--- src/rtl/stump_mem_bridge_pkg.sv ---
// Shared encodings for the Stump memory bridge: FSM states, transaction kinds,
// watchdog counter width and the start-strobe decode.
package stump_mem_bridge_pkg;

    localparam int unsigned STATE_W = 2;
    localparam int unsigned KIND_W  = 2;
    localparam int unsigned CNT_W   = 8;

    localparam logic [STATE_W-1:0] ST_IDLE = 2'd0;
    localparam logic [STATE_W-1:0] ST_WAIT = 2'd1;
    localparam logic [STATE_W-1:0] ST_DONE = 2'd2;

    localparam logic [KIND_W-1:0] KIND_FETCH = 2'd0;
    localparam logic [KIND_W-1:0] KIND_LOAD  = 2'd1;
    localparam logic [KIND_W-1:0] KIND_STORE = 2'd2;

    // Fetch has priority over a memory access; a load has priority over a store.
    function automatic logic [KIND_W-1:0] start_kind(input logic fetch, input logic mem_ren);
        if (fetch)
            return KIND_FETCH;
        else if (mem_ren)
            return KIND_LOAD;
        else
            return KIND_STORE;
    endfunction

endpackage

--- src/rtl/stump_mem_watchdog.sv ---
// Wait-cycle counter for the bridge. Clears at transaction start, advances on
// each WAIT cycle without ack, and flags the last permitted WAIT cycle.
//   clk, rst    : clock, async active-low reset
//   clear       : zero the counter
//   enable      : increment the counter
//   expired_c   : counter has reached TIMEOUT-1 (combinational)
module stump_mem_watchdog
    import stump_mem_bridge_pkg::*;
#(
    parameter int unsigned TIMEOUT = 15
) (
    input  logic clk,
    input  logic rst,
    input  logic clear,
    input  logic enable,
    output logic expired_c
);

    localparam logic [CNT_W-1:0] CNT_LAST = CNT_W'(TIMEOUT - 1);

    logic [CNT_W-1:0] cnt_q;

    // Wait counter
    always_ff @(posedge clk or negedge rst) begin
        if (!rst)
            cnt_q <= '0;
        else if (clear)
            cnt_q <= '0;
        else if (enable)
            cnt_q <= cnt_q + CNT_W'(1);
    end

    assign expired_c = (cnt_q == CNT_LAST);

endmodule

--- src/rtl/stump_mem_bridge.sv ---
// Memory-side bridge for Stump_control: converts fetch/memory phase strobes into
// a single req/ack bus transaction, returns fetched words on ir and loaded words
// on read_data, stalls the core while the bus is busy, and aborts stuck
// transactions with a sticky bus_err.
//   fetch, memory, mem_ren, mem_wen : phase strobes from control
//   address, data_out               : datapath address and store data
//   ir, read_data                   : captured instruction / load data
//   stall                           : combinational hold for control/datapath
//   bus_req/we/addr/wdata           : registered bus command
//   bus_rdata, bus_ack              : bus response
//   bus_err                         : sticky watchdog error
module stump_mem_bridge
    import stump_mem_bridge_pkg::*;
#(
    parameter int unsigned DATA_W  = 16,
    parameter int unsigned ADDR_W  = 16,
    parameter int unsigned TIMEOUT = 15
) (
    input  logic              clk,
    input  logic              rst,
    input  logic              fetch,
    input  logic              memory,
    input  logic              mem_ren,
    input  logic              mem_wen,
    input  logic [ADDR_W-1:0] address,
    input  logic [DATA_W-1:0] data_out,
    output logic [DATA_W-1:0] ir,
    output logic [DATA_W-1:0] read_data,
    output logic              stall,
    output logic              bus_req,
    output logic              bus_we,
    output logic [ADDR_W-1:0] bus_addr,
    output logic [DATA_W-1:0] bus_wdata,
    input  logic [DATA_W-1:0] bus_rdata,
    input  logic              bus_ack,
    output logic              bus_err
);

    logic [STATE_W-1:0] state_q;
    logic [STATE_W-1:0] state_d;
    logic [KIND_W-1:0]  kind_q;
    logic               start_c;
    logic               wd_clear;
    logic               wd_enable;
    logic               wd_expired;

    assign start_c = fetch | (memory & (mem_ren | mem_wen));

    stump_mem_watchdog #(
        .TIMEOUT (TIMEOUT)
    ) u_watchdog (
        .clk       (clk),
        .rst       (rst),
        .clear     (wd_clear),
        .enable    (wd_enable),
        .expired_c (wd_expired)
    );

    // State register
    always_ff @(posedge clk or negedge rst) begin
        if (!rst)
            state_q <= ST_IDLE;
        else
            state_q <= state_d;
    end

    // Next state, stall and watchdog control
    always_comb begin
        state_d   = state_q;
        stall     = 1'b0;
        wd_clear  = 1'b0;
        wd_enable = 1'b0;
        case (state_q)
            ST_IDLE: begin
                if (start_c) begin
                    stall    = 1'b1;
                    wd_clear = 1'b1;
                    state_d  = ST_WAIT;
                end
            end
            ST_WAIT: begin
                stall = 1'b1;
                // Ack takes precedence over an expiring watchdog.
                if (bus_ack || wd_expired)
                    state_d = ST_DONE;
                else
                    wd_enable = 1'b1;
            end
            ST_DONE: state_d = ST_IDLE;
            default: state_d = ST_IDLE;
        endcase
    end

    // Bus command latch, response capture and error flag
    always_ff @(posedge clk or negedge rst) begin
        if (!rst) begin
            kind_q    <= KIND_FETCH;
            bus_req   <= 1'b0;
            bus_we    <= 1'b0;
            bus_addr  <= '0;
            bus_wdata <= '0;
            ir        <= '0;
            read_data <= '0;
            bus_err   <= 1'b0;
        end else begin
            case (state_q)
                ST_IDLE: begin
                    if (start_c) begin
                        kind_q    <= start_kind(fetch, mem_ren);
                        bus_req   <= 1'b1;
                        bus_we    <= (start_kind(fetch, mem_ren) == KIND_STORE);
                        bus_addr  <= address;
                        bus_wdata <= data_out;
                    end
                end
                ST_WAIT: begin
                    if (bus_ack) begin
                        bus_req <= 1'b0;
                        if (kind_q == KIND_FETCH)
                            ir <= bus_rdata;
                        else if (kind_q == KIND_LOAD)
                            read_data <= bus_rdata;
                    end else if (wd_expired) begin
                        // Abort returns zero so control sees a defined word.
                        bus_req <= 1'b0;
                        bus_err <= 1'b1;
                        if (kind_q == KIND_FETCH)
                            ir <= '0;
                        else if (kind_q == KIND_LOAD)
                            read_data <= '0;
                    end
                end
                default: ;
            endcase
        end
    end

endmodule

--- config.mk ---
export PLATFORM = sky130hd
export DESIGN_NAME = stump_mem_bridge
export DESIGN_NICKNAME = d
export VERILOG_FILES = /design/src/rtl/stump_mem_bridge_pkg.sv /design/src/rtl/stump_mem_watchdog.sv /design/src/rtl/stump_mem_bridge.sv
export SDC_FILE = /design/constraint.sdc
export NUM_CORES = 1
export LEC_CHECK = 0
export BUFFER_PORTS_ARGS = -buffer_cell sky130_fd_sc_hd__buf_2
export CAP_MARGIN = 40
export CORE_MARGIN = 2
export CORE_UTILIZATION = 40
export CTS_CLUSTER_DIAMETER = 40
export CTS_CLUSTER_SIZE = 10
export DETAILED_ROUTE_END_ITERATION = 7
export PLACE_DENSITY = 0.67
export SYNTH_ARGS = -nofsm -noshare
export SYNTH_HDL_FRONTEND = slang
export SYNTH_SLANG_ARGS = --single-unit
--- constraint.sdc ---
create_clock -name clk -period 3.4 [get_ports clk]
set_input_delay 0.34 -clock clk [delete_from_list [all_inputs] [get_ports clk]]
set_output_delay 0.34 -clock clk [all_outputs]
set_load 0.1 [all_outputs]
; ---- Word level (Yosys, flattened, before mapping)
; Cells that the tools add are included.
[op_classes]
bitwise_logic = 5
n_reduce_logical = 12
shift = 0
n_eq_ne = 7
order_cmp = 0
n_addsub = 1
div = 0
n_mux = 28
mul = 0
[op_table]
columns = operator, count
row1 = two-way mux 16 bit, 10
row2 = two-way mux 8 bit, 2
row3 = two-way mux 2 bit, 6
row4 = AND reduction 3 bit, 3
row5 = adder 8 x 1 -> 8 bit (second input constant), 1
row6 = == test 8 x 4 -> 1 bit (second input constant), 1
row7 = two-way mux 1 bit, 7
row8 = nonzero test 2 bit, 3
row9 = == test 2 x 1 -> 1 bit (second input constant), 2
row10 = logical NOT 2 bit, 2
row11 = inequality test 2 bit (second input constant), 2
row12 = case mux 1 bit (2 select lines), 2
row13 = case mux 2 bit (2 select lines), 1
row14 = AND reduction 2 bit, 2
row15 = AND reduction 4 bit, 1
row16 = inequality test 3 bit (second input constant), 1
row17 = == test 2 bit (second input constant), 1
row18 = NOT 1 bit, 2
row19 = OR 1 bit, 2
row20 = AND 1 bit, 1
row21 = logical OR 1 bit, 1
[word_totals]
output_inout_bits = 68
ram_bits = 0
latch_bits = 0
register_bits = 79
inputBits = 55
romBits = 0
wordCells = 63
mem_count = 0

; ---- Longest topological paths before layout
; Gate-level depths: netlist of run 1.
[depth]
word_depth = 6
ltp_mapped = 6
ltp_nobuf = 5

; ---- Modules after synthesis
; A second synthesis of run 1 with hierarchy kept.
[unflattened]
cells_unflattened = 225
area_unflattened_um2 = 3264.4
[modules_own_cells]
columns = module, seq_area_each_um2, area_each_um2, instances, cells_each
row1 = stump_mem_bridge, 1751.7, 2837.7, 1, 183
row2 = stump_mem_watchdog, 200.2, 426.7, 1, 42

; ---- Worst setup path after synthesis of run 1
; OpenSTA, ideal clock, no wires.
[synth_timing]
kind = register to output
start = register state_q[0]
end = output stall
required_time_ns = 3.060
arrival_time_ns = 1.916
path_stages_with_launch = 3
slack_ns = 1.144
n_path_buf = 0
cell_sequence = dfrtp_1 > nor2_1 > a21oi_1
[synth_between]
elab_chain_len = 2
word_cells_on_any_way = 3
cone_classes = 1 x eq/ne / 1 x mux / 1 x reduce/logical
[synth_rtl]
columns = item, line
row1 = start: declaration, stump_mem_bridge.sv:39  ; logic [STATE_W-1:0] state_q;
row2 = start signal: assignment, stump_mem_bridge.sv:64  ; state_q <= state_d;
row3 = == test 2 x 1 -> 1 bit or logical NOT 2 bit (tied branches), stump_mem_bridge.sv:73  ; case (state_q)
row4 = case mux 1 bit (2 select lines) *, stump_mem_bridge.sv:73
row5 = end: declaration, stump_mem_bridge.sv:29  ; output logic stall,
; Mark *: on every way between the ends. The rest lies on a longest branch, timed or not.

; ---- Worst setup path after layout of run 1
[layout_timing]
start = register u_watchdog.cnt_q[0]
end = register ir[11]
[layout_between]
elab_chain_len = 3
[layout_rtl]
columns = item, line
row1 = start: declaration, stump_mem_watchdog.sv:21  ; logic [CNT_W-1:0] cnt_q;
row2 = start signal: assignment, stump_mem_watchdog.sv:30  ; cnt_q <= cnt_q + CNT_W'(1);
row3 = == test 8 x 4 -> 1 bit, stump_mem_watchdog.sv:33  ; assign expired_c = (cnt_q == CNT_LAST);
row4 = nonzero test 2 bit (no source line), -
row5 = AND reduction 3 bit (no source line), -
row6 = end signal: assignment, stump_mem_bridge.sv:120  ; ir <= bus_rdata;
row7 = end: declaration, stump_mem_bridge.sv:27  ; output logic [DATA_W-1:0] ir,
; No other way between the ends.
; A chain may end at the register's enable or synchronous reset.

==> qor.yml, run 1 <==
status: "finished clean"
hp-start: "address[5]"
drive_gt1_share_pct: 42.9
worstPathRequired_ps: 3600
yosys_register_bits: 78
rows: 34
fin_ws_ps: 1450
worstSetupPathType: "reg -> reg"
endpoint_kind: "flip-flop"
async_flop_share_pct: 100
slew_headroom_pct: 44.9
timing.max_cap.violations: 0
wl_per_cell_microns: 15.0
drt_iter0_drc: 108
synth_most_common_cell: "dfrtp_1"
track_usage_pct: 17.8
drc: 0
clkTransAtPathRegs_ps: 90
r2r-start: "u_watchdog.cnt_q[0]$_DFFE_PN0P_"
worstPathCellList: "inv_1 > ha_1 > and4b_1 > a21o_1 > o21ai_0"
die_area_sq_um: 9610
fmaxAchievable_mhz: 514
finalSetupViolCount: 0
synth_area_sq_um: 3540
overflow: 0
max_stage_delay_ps: 680
drt-pass1-iter-count: 4
io_buffers: 122
drt-total-wl_mm: 7.95
cts_buffer_depth: 2
totalNegativeSetupSlack_ps: 0
worst_pin_slew_ps: 827
yosysUniqueCellTypes: 42
cts_setup_buffers: 0
post-synth-top-area-cell: "dfrtp_1"
pin_count: 123
finalHoldViolCount: 0
antenna_found_initial: 0
drv_slew: 0
antenna_cells: 0
grt_max_degree: 46
cts_tree: "yes"
period_needed_ps: 1950
postCtsHoldBufs: 1
numCtsBuffers: 9
gp_congestion: 0.780
rsz0062_at_grt: "false"
worstPathArrival_ps: 2140
htree_num_levels: 3
ys_top_cells_by_count: "dfrtp_1 (78), mux2i_1 (35), o21ai_0 (33)"
critPathSlowestCell: "a21o_1"
whs_ps: 203
die_h_microns: 98.0
fin_nets: 474
grt_pass1_vias: 2817
cts-root-buf: "clkbuf_8"
core-area_sq_um: 8640
critPathLaunch: "u_watchdog.cnt_q[0]$_DFFE_PN0P_"
die_w_microns: 98.0
hold_class: "in -> reg"
synth_ff_type: "dfrtp_1"
yosysWarnings: 0
final_min_period_over_clock_period_pct: 57.2
ctsResizeCount: 0
dp_hpwl_mm: 5.61
finClkSkew_ps: 13.2
start_util_pct: 40.9
syn-num-nets: 349
ys_top_cells_by_area: "dfrtp_1 (55%), mux2_2 (10%), mux2i_1 (9.9%), o21ai_0 (4.7%), inv_1 (3.3%)"
synth_edf_count: 0
clkLatencyLatePin_ps: 360
start_kind: "flip-flop"
synth_top_area_share_pct: 55.2
area_delta_synth_final_pct: 26.5
clock_sinks: 78
pre_cts_ws_ps: 1420
netlist_instances: 292
drt-vias-per-instance: 4.99
yosysSeqAreaShare_pct: 55.2
syn_avg_cell_area_sq_um: 12.1
vias: 2644
grt_pass1_wl_mm: 13.7
cp_max_fo: 30
ant_nets: 0
state kept, by name (all words and copies together) (netlist names):
name	count
bus_err	1
state_q	2
kind_q	2
bus_wdata	16
read_data	16
ir	16
u_watchdog.cnt_q	8
bus_req	1
bus_addr	16
through the flow:
step,area (sq um),cells,util (%)
after floorplan,3540,292,-
after global placement,4230,512,49.0
after detailed placement,4260,513,49.3
after CTS,4470,530,51.8
after global routing,4470,530,51.8
final,4470,530,51.8
cells by family after synthesis:
group / after synthesis / share of synthesized area (%)
buf+inv: 44 / 5.56
flops: 78 / 55.2
compound gates: 54 / 9.13
simple gates: 46 / 8.99
fa+ha+maj: 2 / 0.708
mux: 68 / 20.4
cell type report:
cell class	instances	area (sq um)
tap	108	135
timing repair buffer	127	673
clock inverter	7	78.8
fill	762	4160
multi-input combinational	170	1390
inverter	31	116
sequential	78	1950
clock buffer	9	124
cell usage in the layout (no fill, tap or decap), types with 2 or more instances in the layout:
cell type	count
nor4_1	2
buf_4	4
nor2b_1	3
mux2i_1	35
nand4_1	2
dfrtp_1	78
mux2_2	32
a21oi_1	4
clkinvlp_4	3
nor2_1	3
clkbuf_8	9
o21ai_0	33
ha_1	2
a21o_1	2
inv_1	31
inv_6	3
o31ai_1	5
buf_2	121
o211ai_1	3
nand2_1	2
or3_1	3
a221o_1	2
and3_1	2
and2_1	15
critical path, delay by kind of cell, from the launching register on:
family / cells / cell delay [ps]
buffers and inverters: 1 / 80
AO/OA/AOI/OAI: 2 / 870
adder cells (fa/ha/maj): 1 / 150
flip-flops: 1 / 440
AND/OR/NAND/NOR: 1 / 240
per-layer routing:
layer	GRT usage, %	part of all wire (%)	vias to the layer above
li1	-	-	1275
met1	22.7	45	1281
met2	29.1	47	73
met3	4.22	5.6	15
met4	7.48	2.2	0
met5	0	0	-
final timing paths:
check	endpoint	slack, ps	depth (start not counted)
worst max-delay path	ir[11]$_DFFE_PN0P_	1450	5
worst min-delay path	bus_addr[5]$_DFFE_PN0P_	200	2
worst max register to register	ir[11]$_DFFE_PN0P_	1450	5
worst min register to register	bus_err$_DFFE_PN0P_	490	1
max in group asynchronous	read_data[10]$_DFFE_PN0P_	2360	3
min in group asynchronous	bus_addr[6]$_DFFE_PN0P_	460	2
Power of run 1 is left out: the tool's default activity adds up to more than one toggle a clock period on the data nets, which glitch-free logic cannot reach.
==> run 2, diff against run 1 <==
--- a/config.mk
+++ b/config.mk
@@ -12,7 +12,7 @@
 export CTS_CLUSTER_DIAMETER = 40
 export CTS_CLUSTER_SIZE = 10
 export DETAILED_ROUTE_END_ITERATION = 7
-export PLACE_DENSITY = 0.67
+export PLACE_DENSITY = 0.7
 export SYNTH_ARGS = -nofsm -noshare
 export SYNTH_HDL_FRONTEND = slang
 export SYNTH_SLANG_ARGS = --single-unit
==> constraint.sdc (replaced) <==
create_clock -name clk -period 1.6 [get_ports clk]
set_input_delay 0.16 -clock clk [delete_from_list [all_inputs] [get_ports clk]]
set_output_delay 0.16 -clock clk [all_outputs]
set_load 0.1 [all_outputs]
==> run 2 against run 1 <==
The flow now finishes with violations (setup timing). Sequential share of layout area is 3.4 points lower. Cell count is 4.7% higher. First-iteration DRC count is 27% lower. Routed wire length is 4.2% higher.
==> qor.yml, run 2 (synthesis results as in run 1) <==
htree_num_levels: 3  # unchanged
numCtsBuffers: 9  # unchanged
finalSetupViolCount: 2  # +2
start_kind: "flip-flop"
violations: "setup timing"
drt-vias-per-instance: 4.88  # -2.1%
track_usage_pct: 17.0  # -0.77 points
grt_max_degree: 38  # -17%
antenna_cells: 0  # unchanged
ant_nets: 0  # unchanged
drc: 0  # unchanged
totalNegativeSetupSlack_ps: -36.7  # -36.7 ps
worstPathCellList: "inv_1 > ha_1 > or4b_4 > o211ai_1 > mux2i_1"
period_needed_ps: 1630  # -319 ps
die_h_microns: 98.0  # unchanged
overflow: 0  # unchanged
cts_buffer_depth: 2  # unchanged
clkLatencyLatePin_ps: 350  # about the same
max_stage_delay_ps: 500  # -180 ps
fillerInstances: 751  # -1.4%
worstPathArrival_ps: 1890  # -250 ps
fin_nets: 499  # +5.3%
status: "finished with violations"
critPathSlowestCell: "or4b_4"
cts_tree: "yes"
slew_headroom_pct: 66.3  # +21 points
area_delta_synth_final_pct: 37.4
drt_iter0_drc: 79  # -27%
worstSetupPathType: "reg -> reg"
dp_hpwl_mm: 5.82  # +3.7%
drive_gt1_share_pct: 47.0  # +4.1 points
drt-pass1-iter-count: 4  # unchanged
timing.max_cap.violations: 0  # unchanged
grt_pass1_wl_mm: 13.3  # -3.0%
rsz0062_at_grt: "true"
pre_cts_ws_ps: 3.60  # -1420 ps
final_min_period_over_clock_period_pct: 102  # +44 points
finClkSkew_ps: 12.3  # -0.932 ps
wl_per_cell_microns: 14.9  # -0.46%
drv_slew: 0  # unchanged
dp_cells: 529  # +3.1%
fmaxAchievable_mhz: 614  # +20%
fin_ws_ps: -27.6  # -1480 ps
final_common_cell: "buf_2"
rows: 34  # unchanged
worstPathRequired_ps: 1860  # -1740 ps
final_cell_mix: "buf_2 (120), dfrtp_1 (77), mux2i_1 (35)"
endpoint_kind: "flip-flop"
finalHoldViolCount: 0  # unchanged
cp_max_fo: 4  # -87%
die_area_sq_um: 9610  # unchanged
start_util_pct: 40.9  # unchanged
antenna_found_initial: 0  # unchanged
vias: 2711  # +2.5%
clock_sinks: 78  # unchanged
grt_pass1_vias: 2751  # -2.3%
clkTransAtPathRegs_ps: 100  # about the same
pin_count: 123  # unchanged
drt-total-wl_mm: 8.29  # +4.2%
whs_ps: 32.5  # -170 ps
worst_pin_slew_ps: 509  # -318 ps
die_w_microns: 98.0  # unchanged
hold_class: "in -> reg"
cts-root-buf: "clkbuf_8"
gp_congestion: 0.837  # +7.4%
final_cells: 555  # +4.7%
io_buffers: 122  # unchanged
core-area_sq_um: 8640  # unchanged
-- run 2: cell types whose count changed in the layout (fill, tap and decap cells not counted), sizes merged --
cell / delta
clkbuf: +2
inv: +2
clkinvlp: -3
clkinv: +1
buf: +23
-- run 2: worst paths after layout --
| check | start | end | slack (ps) | cells after the start |
|---|---|---|---|---|
| worst min-delay path | address[15] | bus_addr[15]$_DFFE_PN0P_ | 30 | 2 |
| min in group asynchronous | rst | bus_addr[8]$_DFFE_PN0P_ | 280 | 2 |
| worst max-delay path | u_watchdog.cnt_q[0]$_DFFE_PN0P_ | u_watchdog.cnt_q[4]$_DFFE_PN0P_ | -30 | 5 |
| worst max register to register | u_watchdog.cnt_q[0]$_DFFE_PN0P_ | u_watchdog.cnt_q[4]$_DFFE_PN0P_ | -30 | 5 |
| worst min register to register | bus_err$_DFFE_PN0P_ | bus_err$_DFFE_PN0P_ | 480 | 1 |
| max in group asynchronous | rst | ir[14]$_DFFE_PN0P_ | 740 | 3 |
-- run 2: area by class of cell --
type                            count  area [sq um]  share of cell area [%]
Sequential cell                    78          1960                    40.2
Multi-Input combinational cell    170          1470                    30.3
Timing Repair Buffer              152           968                    19.9
Tap cell                          108           135                    2.78
Clock buffer                        9           124                    2.55
Inverter                           31           116                    2.39
Clock inverter                      7          87.6                    1.80
-- run 2: worst max-delay path, delay by kind of cell (launching register included) --
family,cells,cell delay [ps]
and+or+nand+nor,1,500
DFF,1,390
adders and majority gates,1,150
AOI/OAI and AO/OA,1,230
muxes,1,220
buffers and inverters,1,60
-- run 2: metal layers --
| metal | part of all wire, % | vias up | track usage [%] |
|---|---|---|---|
| met3 | 4.8 | 8 | 4.01 |
| met4 | 1.4 | 0 | 5.45 |
| met2 | 48 | 71 | 28.1 |
| met5 | 0 | - | 0 |
| met1 | 45 | 1314 | 22.2 |
| li1 | - | 1318 | - |
-- run 2: per-stage QoR --
step	utilization (%)	instance area, sq um
2_1_floorplan	-	3580
3_3_place_gp	51.7	4460
3_5_place_dp	51.7	4460
4_1_cts	54.3	4690
5_1_grt	56.3	4860
6_report	56.3	4860
-- run 2: repair_timing --
action / 4_1_cts / 5_1_grt
resized for setup: 2 / 19
setup endpoints to repair: 5 / 50
hold endpoints to repair: 28 / 0
gates cloned: 0 / 3
buffers inserted: 0 / 6
pin swaps: 1 / 5
hold buffers: 1 / 0
Power of run 2 is left out for the same reason.
